**config.mk**
```make
export PLATFORM = sky130hd
export DESIGN_NAME = except_pack
export DESIGN_NICKNAME = d
export VERILOG_FILES = /design/src/rtl/except_pack_pkg.sv /design/src/rtl/except_slot_enc.sv /design/src/rtl/except_pack.sv
export SDC_FILE = /design/constraint.sdc
export NUM_CORES = 1
export LEC_CHECK = 0
export CELL_PAD_IN_SITES_DETAIL_PLACEMENT = 0
export CELL_PAD_IN_SITES_GLOBAL_PLACEMENT = 1
export CORE_AREA = 3 3 176 178
export CTS_BUF_LIST = sky130_fd_sc_hd__clkbuf_4 sky130_fd_sc_hd__clkbuf_8 sky130_fd_sc_hd__clkbuf_16
export DETAILED_ROUTE_END_ITERATION = 12
export DIE_AREA = 0 0 179 181
export PLACE_DENSITY_LB_ADDON = 0.25
export SYNTH_ARGS = -nofsm -noshare
export SYNTH_HDL_FRONTEND = slang
export SYNTH_SLANG_ARGS = --single-unit
export TNS_END_PERCENT = 1
```
**constraint.sdc**
```tcl
create_clock -name clk -period 2 [get_ports clk]
set_clock_uncertainty 0.15 [all_clocks]
set_input_delay 0.4 -clock clk [delete_from_list [all_inputs] [get_ports clk]]
set_output_delay 0.4 -clock clk [all_outputs]
set_load 0.1 [all_outputs]
```
**src/rtl/except_pack_pkg.sv**
```systemverilog
// except_pack shared definitions: bundle layout,
// memory access size codes and the alignment rule.
package except_pack_pkg;

  localparam int EXCEPTINFO_WD = 16;

  localparam int EI_CP0_MSB = 15;
  localparam int EI_CP0_LSB = 11;
  localparam int EI_DS      = 10;
  localparam int EI_PCM     = 9;
  localparam int EI_ADES    = 8;
  localparam int EI_ADEL    = 7;
  localparam int EI_OV      = 6;
  localparam int EI_SYS     = 5;
  localparam int EI_BRK     = 4;
  localparam int EI_RI      = 3;
  localparam int EI_ERET    = 2;
  localparam int EI_MFC0    = 1;
  localparam int EI_MTC0    = 0;

  localparam logic [1:0] MEM_SZ_BYTE = 2'b00;
  localparam logic [1:0] MEM_SZ_HALF = 2'b01;
  localparam logic [1:0] MEM_SZ_WORD = 2'b10;

  // Byte accesses and unknown size codes never fault.
  function automatic logic misaligned(
    input logic [1:0] size,
    input logic [1:0] addr_lo
  );
    logic m;
    m = 1'b0;
    case (size)
      MEM_SZ_HALF: m = addr_lo[0];
      MEM_SZ_WORD: m = |addr_lo;
      default:     m = 1'b0;
    endcase
    return m;
  endfunction

endpackage

```
**src/rtl/except_slot_enc.sv**
```systemverilog
// except_pack per-slot encoder: alignment checks,
// priority one-hot and bad address selection.
module except_slot_enc
  import except_pack_pkg::*;
(
  input  logic                     valid,
  input  logic [31:0]              pc,
  input  logic                     ov,
  input  logic                     sys,
  input  logic                     brk,
  input  logic                     ri,
  input  logic                     eret,
  input  logic                     mfc0,
  input  logic                     mtc0,
  input  logic [4:0]               cp0_addr,
  input  logic                     mem_re,
  input  logic                     mem_we,
  input  logic [1:0]               mem_size,
  input  logic [31:0]              mem_addr,
  output logic [EXCEPTINFO_WD-1:0] info,
  output logic [31:0]              bad_addr,
  output logic                     is_exc
);

  logic pcm;
  logic mis;
  logic adel;
  logic ades;

  assign pcm  = |pc[1:0];
  assign mis  = misaligned(mem_size, mem_addr[1:0]);
  assign adel = mem_re & mis;
  assign ades = mem_we & mis;

  // Pick the single winning exception; cp0 ops survive only without one.
  always_comb begin
    info     = '0;
    bad_addr = '0;
    is_exc   = 1'b0;
    if (valid) begin
      info[EI_CP0_MSB:EI_CP0_LSB] = cp0_addr;
      priority case (1'b1)
        pcm: begin
          info[EI_PCM] = 1'b1;
          bad_addr     = pc;
        end
        ri:  info[EI_RI]  = 1'b1;
        sys: info[EI_SYS] = 1'b1;
        brk: info[EI_BRK] = 1'b1;
        ov:  info[EI_OV]  = 1'b1;
        adel: begin
          info[EI_ADEL] = 1'b1;
          bad_addr      = mem_addr;
        end
        ades: begin
          info[EI_ADES] = 1'b1;
          bad_addr      = mem_addr;
        end
        default: begin
          info[EI_ERET] = eret;
          info[EI_MFC0] = mfc0;
          info[EI_MTC0] = mtc0;
        end
      endcase
      is_exc = |info[EI_PCM:EI_RI];
    end
  end

endmodule

```
**src/rtl/except_pack.sv**
```systemverilog
// except_pack: EX/MEM exception bundle register for
// both issue slots, with squash and delay-slot tracking.
module except_pack
  import except_pack_pkg::*;
(
  input  logic        clk,
  input  logic        rst_n,
  input  logic        stall,
  input  logic        flush,
  input  logic        valid_i1,
  input  logic [31:0] pc_i1,
  input  logic        is_branch_i1,
  input  logic        ov_i1,
  input  logic        sys_i1,
  input  logic        brk_i1,
  input  logic        ri_i1,
  input  logic        eret_i1,
  input  logic        mfc0_i1,
  input  logic        mtc0_i1,
  input  logic [4:0]  cp0_addr_i1,
  input  logic        mem_re_i1,
  input  logic        mem_we_i1,
  input  logic [1:0]  mem_size_i1,
  input  logic [31:0] mem_addr_i1,
  input  logic [31:0] rt_rdata_i1,
  input  logic        valid_i2,
  input  logic [31:0] pc_i2,
  input  logic        is_branch_i2,
  input  logic        ov_i2,
  input  logic        sys_i2,
  input  logic        brk_i2,
  input  logic        ri_i2,
  input  logic        eret_i2,
  input  logic        mfc0_i2,
  input  logic        mtc0_i2,
  input  logic [4:0]  cp0_addr_i2,
  input  logic        mem_re_i2,
  input  logic        mem_we_i2,
  input  logic [1:0]  mem_size_i2,
  input  logic [31:0] mem_addr_i2,
  input  logic [31:0] rt_rdata_i2,
  output logic [15:0] exceptinfo_i1,
  output logic [31:0] current_pc_i1,
  output logic [31:0] rt_rdata_out_i1,
  output logic [31:0] bad_addr_i1,
  output logic        kill_i1,
  output logic [15:0] exceptinfo_i2,
  output logic [31:0] current_pc_i2,
  output logic [31:0] rt_rdata_out_i2,
  output logic [31:0] bad_addr_i2,
  output logic        kill_i2
);

  logic [EXCEPTINFO_WD-1:0] enc_info1;
  logic [EXCEPTINFO_WD-1:0] enc_info2;
  logic [31:0]              enc_bad1;
  logic [31:0]              enc_bad2;
  logic                     enc_exc1;
  logic                     enc_exc2;

  logic                     ds_pending;
  logic                     s1_hit;
  logic                     ds_nxt;
  logic [EXCEPTINFO_WD-1:0] info1_nxt;
  logic [EXCEPTINFO_WD-1:0] info2_nxt;
  logic [31:0]              bad1_nxt;
  logic [31:0]              bad2_nxt;
  logic [31:0]              pc1_nxt;
  logic [31:0]              pc2_nxt;
  logic [31:0]              rt1_nxt;
  logic [31:0]              rt2_nxt;
  logic                     kill1_nxt;
  logic                     kill2_nxt;

  except_slot_enc u_enc1 (
    .valid    (valid_i1),
    .pc       (pc_i1),
    .ov       (ov_i1),
    .sys      (sys_i1),
    .brk      (brk_i1),
    .ri       (ri_i1),
    .eret     (eret_i1),
    .mfc0     (mfc0_i1),
    .mtc0     (mtc0_i1),
    .cp0_addr (cp0_addr_i1),
    .mem_re   (mem_re_i1),
    .mem_we   (mem_we_i1),
    .mem_size (mem_size_i1),
    .mem_addr (mem_addr_i1),
    .info     (enc_info1),
    .bad_addr (enc_bad1),
    .is_exc   (enc_exc1)
  );

  except_slot_enc u_enc2 (
    .valid    (valid_i2),
    .pc       (pc_i2),
    .ov       (ov_i2),
    .sys      (sys_i2),
    .brk      (brk_i2),
    .ri       (ri_i2),
    .eret     (eret_i2),
    .mfc0     (mfc0_i2),
    .mtc0     (mtc0_i2),
    .cp0_addr (cp0_addr_i2),
    .mem_re   (mem_re_i2),
    .mem_we   (mem_we_i2),
    .mem_size (mem_size_i2),
    .mem_addr (mem_addr_i2),
    .info     (enc_info2),
    .bad_addr (enc_bad2),
    .is_exc   (enc_exc2)
  );

  // Slot 1 excepting or eret-ing is older, so it squashes slot 2.
  assign s1_hit = |enc_info1[EI_PCM:EI_ERET];

  // Assemble the next bundles, delay-slot bits and kills.
  always_comb begin
    info1_nxt = enc_info1;
    info2_nxt = enc_info2;
    bad1_nxt  = enc_bad1;
    bad2_nxt  = enc_bad2;
    pc1_nxt   = valid_i1 ? pc_i1 : 32'h0;
    pc2_nxt   = valid_i2 ? pc_i2 : 32'h0;
    rt1_nxt   = valid_i1 ? rt_rdata_i1 : 32'h0;
    rt2_nxt   = valid_i2 ? rt_rdata_i2 : 32'h0;
    kill1_nxt = valid_i1 & enc_exc1;
    kill2_nxt = valid_i2 & (enc_exc2 | s1_hit);
    ds_nxt    = ds_pending;
    if (valid_i1) begin
      info1_nxt[EI_DS] = ds_pending;
    end
    if (valid_i2) begin
      info2_nxt[EI_DS] = valid_i1 & is_branch_i1;
    end
    if (s1_hit) begin
      info2_nxt = '0;
      bad2_nxt  = '0;
    end
    if (valid_i1 | valid_i2) begin
      ds_nxt = valid_i2 ? is_branch_i2 : is_branch_i1;
    end
  end

  // Stage register: flush beats stall, stall holds, else capture.
  always_ff @(posedge clk or negedge rst_n) begin
    if (!rst_n) begin
      exceptinfo_i1   <= '0;
      exceptinfo_i2   <= '0;
      current_pc_i1   <= '0;
      current_pc_i2   <= '0;
      rt_rdata_out_i1 <= '0;
      rt_rdata_out_i2 <= '0;
      bad_addr_i1     <= '0;
      bad_addr_i2     <= '0;
      kill_i1         <= 1'b0;
      kill_i2         <= 1'b0;
      ds_pending      <= 1'b0;
    end else if (flush) begin
      exceptinfo_i1   <= '0;
      exceptinfo_i2   <= '0;
      current_pc_i1   <= '0;
      current_pc_i2   <= '0;
      rt_rdata_out_i1 <= '0;
      rt_rdata_out_i2 <= '0;
      bad_addr_i1     <= '0;
      bad_addr_i2     <= '0;
      kill_i1         <= 1'b0;
      kill_i2         <= 1'b0;
      ds_pending      <= 1'b0;
    end else if (!stall) begin
      exceptinfo_i1   <= info1_nxt;
      exceptinfo_i2   <= info2_nxt;
      current_pc_i1   <= pc1_nxt;
      current_pc_i2   <= pc2_nxt;
      rt_rdata_out_i1 <= rt1_nxt;
      rt_rdata_out_i2 <= rt2_nxt;
      bad_addr_i1     <= bad1_nxt;
      bad_addr_i2     <= bad2_nxt;
      kill_i1         <= kill1_nxt;
      kill_i2         <= kill2_nxt;
      ds_pending      <= ds_nxt;
    end
  end

endmodule

```
==> flow_metrics.tcl, run 1 <==
set metrics [dict create \
    status "finished clean" \
    grt_first_pass_wirelength_microns 55400 \
    cp.required_ns 2.32 \
    htreeDepth 1 \
    cpPeakStageDelay_ns 0.43 \
    worst-path-buf-inv 4 \
    critPathSlowestCell "clkdlybuf4s50_1" \
    cts_buffers 27 \
    die_w_microns 179 \
    num_vias 8457 \
    path_class "input pin to flip-flop" \
    grt_max_degree 71 \
    core-area_sq_um 29600 \
    dp_cells 1575 \
    final.period_utilization_pct 99.6 \
    p_leak_nw 8.30 \
    final_common_cell "buf_12" \
    fin_crit_ns 1.99 \
    area_delta_synth_final_pct 101 \
    drc 0 \
    cts_tree "done" \
    die_y_microns 181 \
    cap_viol_max_count 0 \
    drive_gt1_share_pct 34.9 \
    grt_usage_pct 22.1 \
    ys_ff_latch 227 \
    grt_pass1_vias 8910 \
    crit_path_start_kind "input pin" \
    stdcell_count 1645 \
    dp_hpwl_microns 26700 \
    avgSynthCellArea_sq_um 12.9 \
    grt.met2_usage_pct 36.7 \
    syn_area_sq_um 9130 \
    r2r_slack_ns 0.84 \
    yosysUniqueCellTypes 40 \
    antenna_found_initial 9 \
    io_buffers 457 \
    grt_use_met1_pct 27.2 \
    wl_per_cell_microns 22.5 \
    setup_viol 0 \
    final_cell_mix "buf_12 (242), dfrtp_1 (227), clkdlybuf4s50_1 (217)" \
    critPathMaxFanout 8 \
    final_core_util_pct 62.2 \
    vias_per_cell 5.14 \
    drtAntennaViolNets 0 \
    start_util_pct 30.9 \
    overflow 0 \
    fmax_mhz 502 \
    min_path_type "input pin to flip-flop" \
    ios 458 \
    tightest_slew_ns 0.428 \
    rsz0062_at_grt "yes" \
    firstDrtPassIters 4 \
    relSlewSlack_pct 71.2 \
    syn_nets 941 \
    clk_pin_slew_worst_paths_ns 0.06 \
    nNetsFinal 1465 \
    clockBufferDepth 3 \
    synth-warning-count 0 \
    ir_drop_mv 0.629 \
    placementRows 63 \
    slew_violations 0 \
    place_congestion 0.775 \
    cts.sinks 227 \
    grt-busiest-layer "met2" \
    clock_latency_ns 0.53 \
    synthCells 705 \
    hold-worst-slack_ns 0.0621 \
    hold_viol_final 0 \
    grt_util_met3_pct 6.68 \
    root_buffer "clkbuf_16" \
    total_power_mw 13.0 \
    arrival_ns 2.31 \
    dieArea_sq_um 32400 \
    drt_iter0_drc 405 \
    crit_path_cell_trace "clkdlybuf4s50_1 -> or2_4 -> or3b_4 -> a2111oi_4 -> buf_4 -> buf_6 -> buf_8 -> a221o_1" \
    cp_top_family "buffers and inverters" \
    critPathCaptureType "flip-flop" \
    synth-seq-area-share_pct 62.2 \
    powerDensity_nw_per_um2 708 \
    totalWireLength_microns 37000 \
]
cell families (layout without fill, tap and decap cells):
| family | after synthesis | after routing | share of synthesized area, % |
|---|---|---|---|
| flops | 227 | 227 | 62.2 |
| compound gates | 272 | 272 | 26.3 |
| buf+inv | 74 | 619 | 3.33 |
| simple gates | 128 | 128 | 7.63 |
| other cells | 0 | 5 | 0 |
| fa+ha+maj | 4 | 4 | 0.548 |
worst reg2reg max path: cells and delay by family (launching register included):
| family | cells | cell delay [ns] |
|---|---|---|
| AND/OR/NAND/NOR | 1 | 0.11 |
| flip-flops | 1 | 0.41 |
| AO/OA/AOI/OAI | 2 | 0.37 |
state kept, by name (all words and copies together), names as in the netlist:
signal / cells
bad_addr_i1: 32
bad_addr_i2: 32
current_pc_i1: 32
current_pc_i2: 32
rt_rdata_out_i1: 32
rt_rdata_out_i2: 32
exceptinfo_i1: 16
exceptinfo_i2: 16
ds_pending: 1
kill_i1: 1
kill_i2: 1
layout make-up:
cell class                      instances  area [sq um]
Antenna cell                            5          12.5
Timing Repair Buffer                  562          7950
Sequential cell                       227          5680
Fill cell                            2234         11200
Tap cell                              390           488
Clock buffer                           40           811
Inverter                                7          26.3
Multi-Input combinational cell        404          3250
Clock inverter                         10           154
worst paths after layout:
check | from | to | depth (start not counted)
worst max-delay path | pc_i1[1] | bad_addr_i1[2]$_DFFE_PN0P_ | 8
worst min-delay path | sys_i1 | exceptinfo_i1[5]$_DFFE_PN0P_ | 3
worst max register to register | bad_addr_i2[24]$_DFFE_PN0P_ | bad_addr_i2[24]$_DFFE_PN0P_ | 3
worst min register to register | ds_pending$_DFFE_PN0P_ | exceptinfo_i1[10]$_DFFE_PN0P_ | 1
max in group asynchronous | rst_n | rt_rdata_out_i1[22]$_DFFE_PN0P_ | 3
min in group asynchronous | rst_n | current_pc_i2[6]$_DFFE_PN0P_ | 2
stage by stage:
stage	worst slack, ns	instance area [sq um]	TNS (ns)
final	0.00833	18400	0
after global routing	-0.0284	18400	-0.0628
after CTS	-0.0116	18200	-0.0518
after detailed placement	-0.748	17100	-90.56
after global placement	-0.714	17100	-90.39
after floorplan	-0.202	9130	-12.75
metal layers:
layer | part of all wire (%) | wire, microns
met1 | 39 | 14500
met2 | 49 | 18000
met3 | 8.4 | 3130
met4 | 3.8 | 1410
met5 | 0.078 | 29
where the power goes:
| part | total, mW | switching (mW) | internal [mW] |
|---|---|---|---|
| Sequential | 4.91 | 0.167 | 4.74 |
| Combinational | 2.86 | 1.64 | 1.21 |
| Clock | 5.24 | 1.93 | 3.31 |
| Total | 13.0 | 3.74 | 9.26 |
timing repair:
item                                    CTS  global route
gates cloned                              5             1
pin swaps                                 9            10
hold buffers                              1             0
buffers inserted                          7             1
hold endpoints to repair                 74             0
gates resized for setup                  28            19
endpoints found under the setup margin   73            79
Yosys cell counts, drive strengths merged:
library cell	count	area [sq um]
dfrtp	227	5680
a22o	150	1310
clkbuf	58	218
nand2	38	143
a21boi	30	225
a221o	30	335
a22oi	30	225
and3	30	188
nand4	30	188
a32o	13	130
nor2	12	45.0
buf	9	60.1
inv	7	26.3
ha	4	50.1
a211oi	3	27.5
nor2b	3	18.8
nor3b	3	27.5
or4	3	26.3
a2111oi	2	37.5
a21o	2	15.0
a21oi	2	10.0
a31o	2	17.5
nor3	2	10.0
o211ai	2	15.0
o21ai	2	10.0
o31ai	2	15.0
or2	2	12.5
or3	2	12.5
or3b	2	20.0
nor4	1	6.26
o21a	1	7.51
o22ai	1	12.5
(Power assumes the default switching activity.)
==> run 2: changes to the inputs <==
ABC_CLOCK_PERIOD_IN_PS = 2000   (was not set)
==> results of run 2 <==
The final DEF is identical to that of run 1; final timing and power are the same.
==> run 3: changes to the inputs <==
ABC_CLOCK_PERIOD_IN_PS = 2500   (was 2000)
clock period = 2.5 ns   (was 2 ns; I/O delays follow)
==> flow_metrics.tcl, run 3 (synthesis gave the netlist of run 1 again) <==
set metrics [dict create \
    dp_hpwl_microns 24600 \
    cap_viol_max_count 0 \
    crit_path_start_kind "input pin" \
    core-area_sq_um 29600 \
    final_cell_mix "buf_4 (268), clkdlybuf4s50_1 (230), dfrtp_1 (227)" \
    p_comb_share_pct 19.5 \
    drc 0 \
    p_leak_nw 7.31 \
    crit_path_cell_trace "clkdlybuf4s50_1 -> or4_4 -> or3b_4 -> a2111oi_4 -> buf_12 -> a221o_1" \
    p_sw_mw 2.89 \
    die_y_microns 181 \
    slew_violations 0 \
    area_delta_synth_final_pct 64.1 \
    total_power_mw 9.97 \
    finalWorstSetupSlack_ns 0.122 \
    cp.required_ns 2.81 \
    critPathSlowestCell "or4_4" \
    firstDrtPassIters 4 \
    overflow 0 \
    path_class "input pin to flip-flop" \
    antenna_found_initial 1 \
    switching_share_pct 29.0 \
    cts_tree "done" \
    critPathMaxFanout 32 \
    final_common_cell "buf_4" \
    grt_first_pass_wirelength_microns 50600 \
    pwr-share-seq_pct 38.7 \
    placementRows 63 \
    hold_viol_final 0 \
    htreeDepth 1 \
    fin_crit_ns 2.38 \
    io_buffers 457 \
    clk_pin_slew_worst_paths_ns 0.06 \
    wl_per_cell_microns 21.2 \
    rsz0062_at_grt "no" \
    tightest_slew_ns 0.539 \
    totalWireLength_microns 33800 \
    place_ws_ns -0.410 \
    rr_worst_depth 2 \
    setup_tns_ns 0 \
    clock_latency_ns 0.52 \
    nNetsFinal 1418 \
    cts_buffers 26 \
    min_path_cells 2 \
    cts.sinks 227 \
    dieArea_sq_um 32400 \
    arrival_ns 2.69 \
    drtAntennaViolNets 0 \
    num_vias 8070 \
    root_buffer "clkbuf_16" \
    design_area_sq_um 15000 \
    min_path_type "flip-flop to flip-flop" \
    critPathCaptureType "flip-flop" \
    grt_pass1_vias 8463 \
    die_w_microns 179 \
    powerDensity_nw_per_um2 665 \
    vias_per_cell 5.07 \
    cpPeakStageDelay_ns 0.58 \
    grt_usage_pct 19.8 \
    status "finished clean" \
    final.period_utilization_pct 95.1 \
    start_util_pct 30.9 \
    intPower_mw 7.08 \
    fmax_mhz 420 \
    relSlewSlack_pct 63.7 \
    drive_gt1_share_pct 31.0 \
    drt_iter0_drc 437 \
    clockPowerShare_pct 41.8 \
    grt_max_degree 70 \
    clockBufferDepth 3 \
    ir_drop_mv 0.405 \
    place_congestion 0.790 \
    ios 458 \
    post_dp_cell_area_sq_um 14000 \
    setup_viol 0 \
]
[run 3: changes by cell type in the layout (fill, tap and decap cells not counted), moves of 5 or more]
cell             previous run  this run
buf_12                    242        16
buf_4                      76       268
clkdlybuf4s50_1           217       230
a22oi_1                    24        30
a22oi_2                     6         0
buf_6                       6         0
dlygate4sd2_1               5         0
[run 3: worst max-delay path, delay by kind of cell]
| kind | cells | cell delay, ns |
|---|---|---|
| buf+inv | 2 | 0.67 |
| simple gates | 2 | 0.99 |
| compound gates | 2 | 0.51 |
[run 3: layout make-up]
| type | instances | area (sq um) |
|---|---|---|
| multi-input combinational | 404 | 3170 |
| inverter | 7 | 26.3 |
| antenna | 1 | 2.50 |
| clock inverter | 8 | 143 |
| fill | 2658 | 14600 |
| tap | 390 | 488 |
| sequential | 227 | 5680 |
| timing repair buffer | 516 | 4660 |
| clock buffer | 39 | 810 |
[run 3: worst paths after layout]
| kind | startpoint | end | slack, ns |
|---|---|---|---|
| min | kill_i1$_DFFE_PN0P_ | kill_i1$_DFFE_PN0P_ | 0.32 |
| min reg2reg | kill_i1$_DFFE_PN0P_ | kill_i1$_DFFE_PN0P_ | 0.32 |
| max in group asynchronous | rst_n | current_pc_i1[31]$_DFFE_PN0P_ | 1.16 |
| min in group asynchronous | rst_n | current_pc_i1[8]$_DFFE_PN0P_ | 0.38 |
| max reg2reg | bad_addr_i1[0]$_DFFE_PN0P_ | bad_addr_i1[0]$_DFFE_PN0P_ | 1.45 |
| max | ov_i1 | bad_addr_i1[3]$_DFFE_PN0P_ | 0.12 |
[run 3: power groups by stage]
| stage | registers (mW) | logic [mW] | clock network (mW) |
|---|---|---|---|
| after global placement | 3.92 | 1.95 | 0 |
| after floorplan | 4.75 | 0.251 | 0 |
| final | 3.86 | 1.94 | 4.16 |
| after global routing | 3.87 | 2.03 | 4.43 |
| after detailed placement | 3.92 | 1.96 | 0 |
| after CTS | 3.86 | 1.96 | 4.27 |
[run 3: routing by layer]
metal / wire length (microns) / track usage [%] / part of all wire [%]
met3: 2750 / 5.00 / 8.1
met5: 0 / 0 / 0
met1: 13500 / 24.6 / 40
met4: 1100 / 6.27 / 3.2
met2: 16400 / 33.6 / 49
[run 3: what timing repair did]
action / CTS / global route
gates resized for setup: 0 / 0
hold buffers: 1 / 0
setup buffers: 0 / 0
endpoints found under the hold margin: 53 / 0
[run 3: metrics by stage]
stage               util (%)  hold slack, ns  cells
finish                  50.7           0.324   1592
global route            50.7           0.363   1592
CTS                     50.7           0.329   1591
detailed placement      47.4           0.314   1543
global placement        47.4           0.309   1543
floorplan                  -          0.0544    705
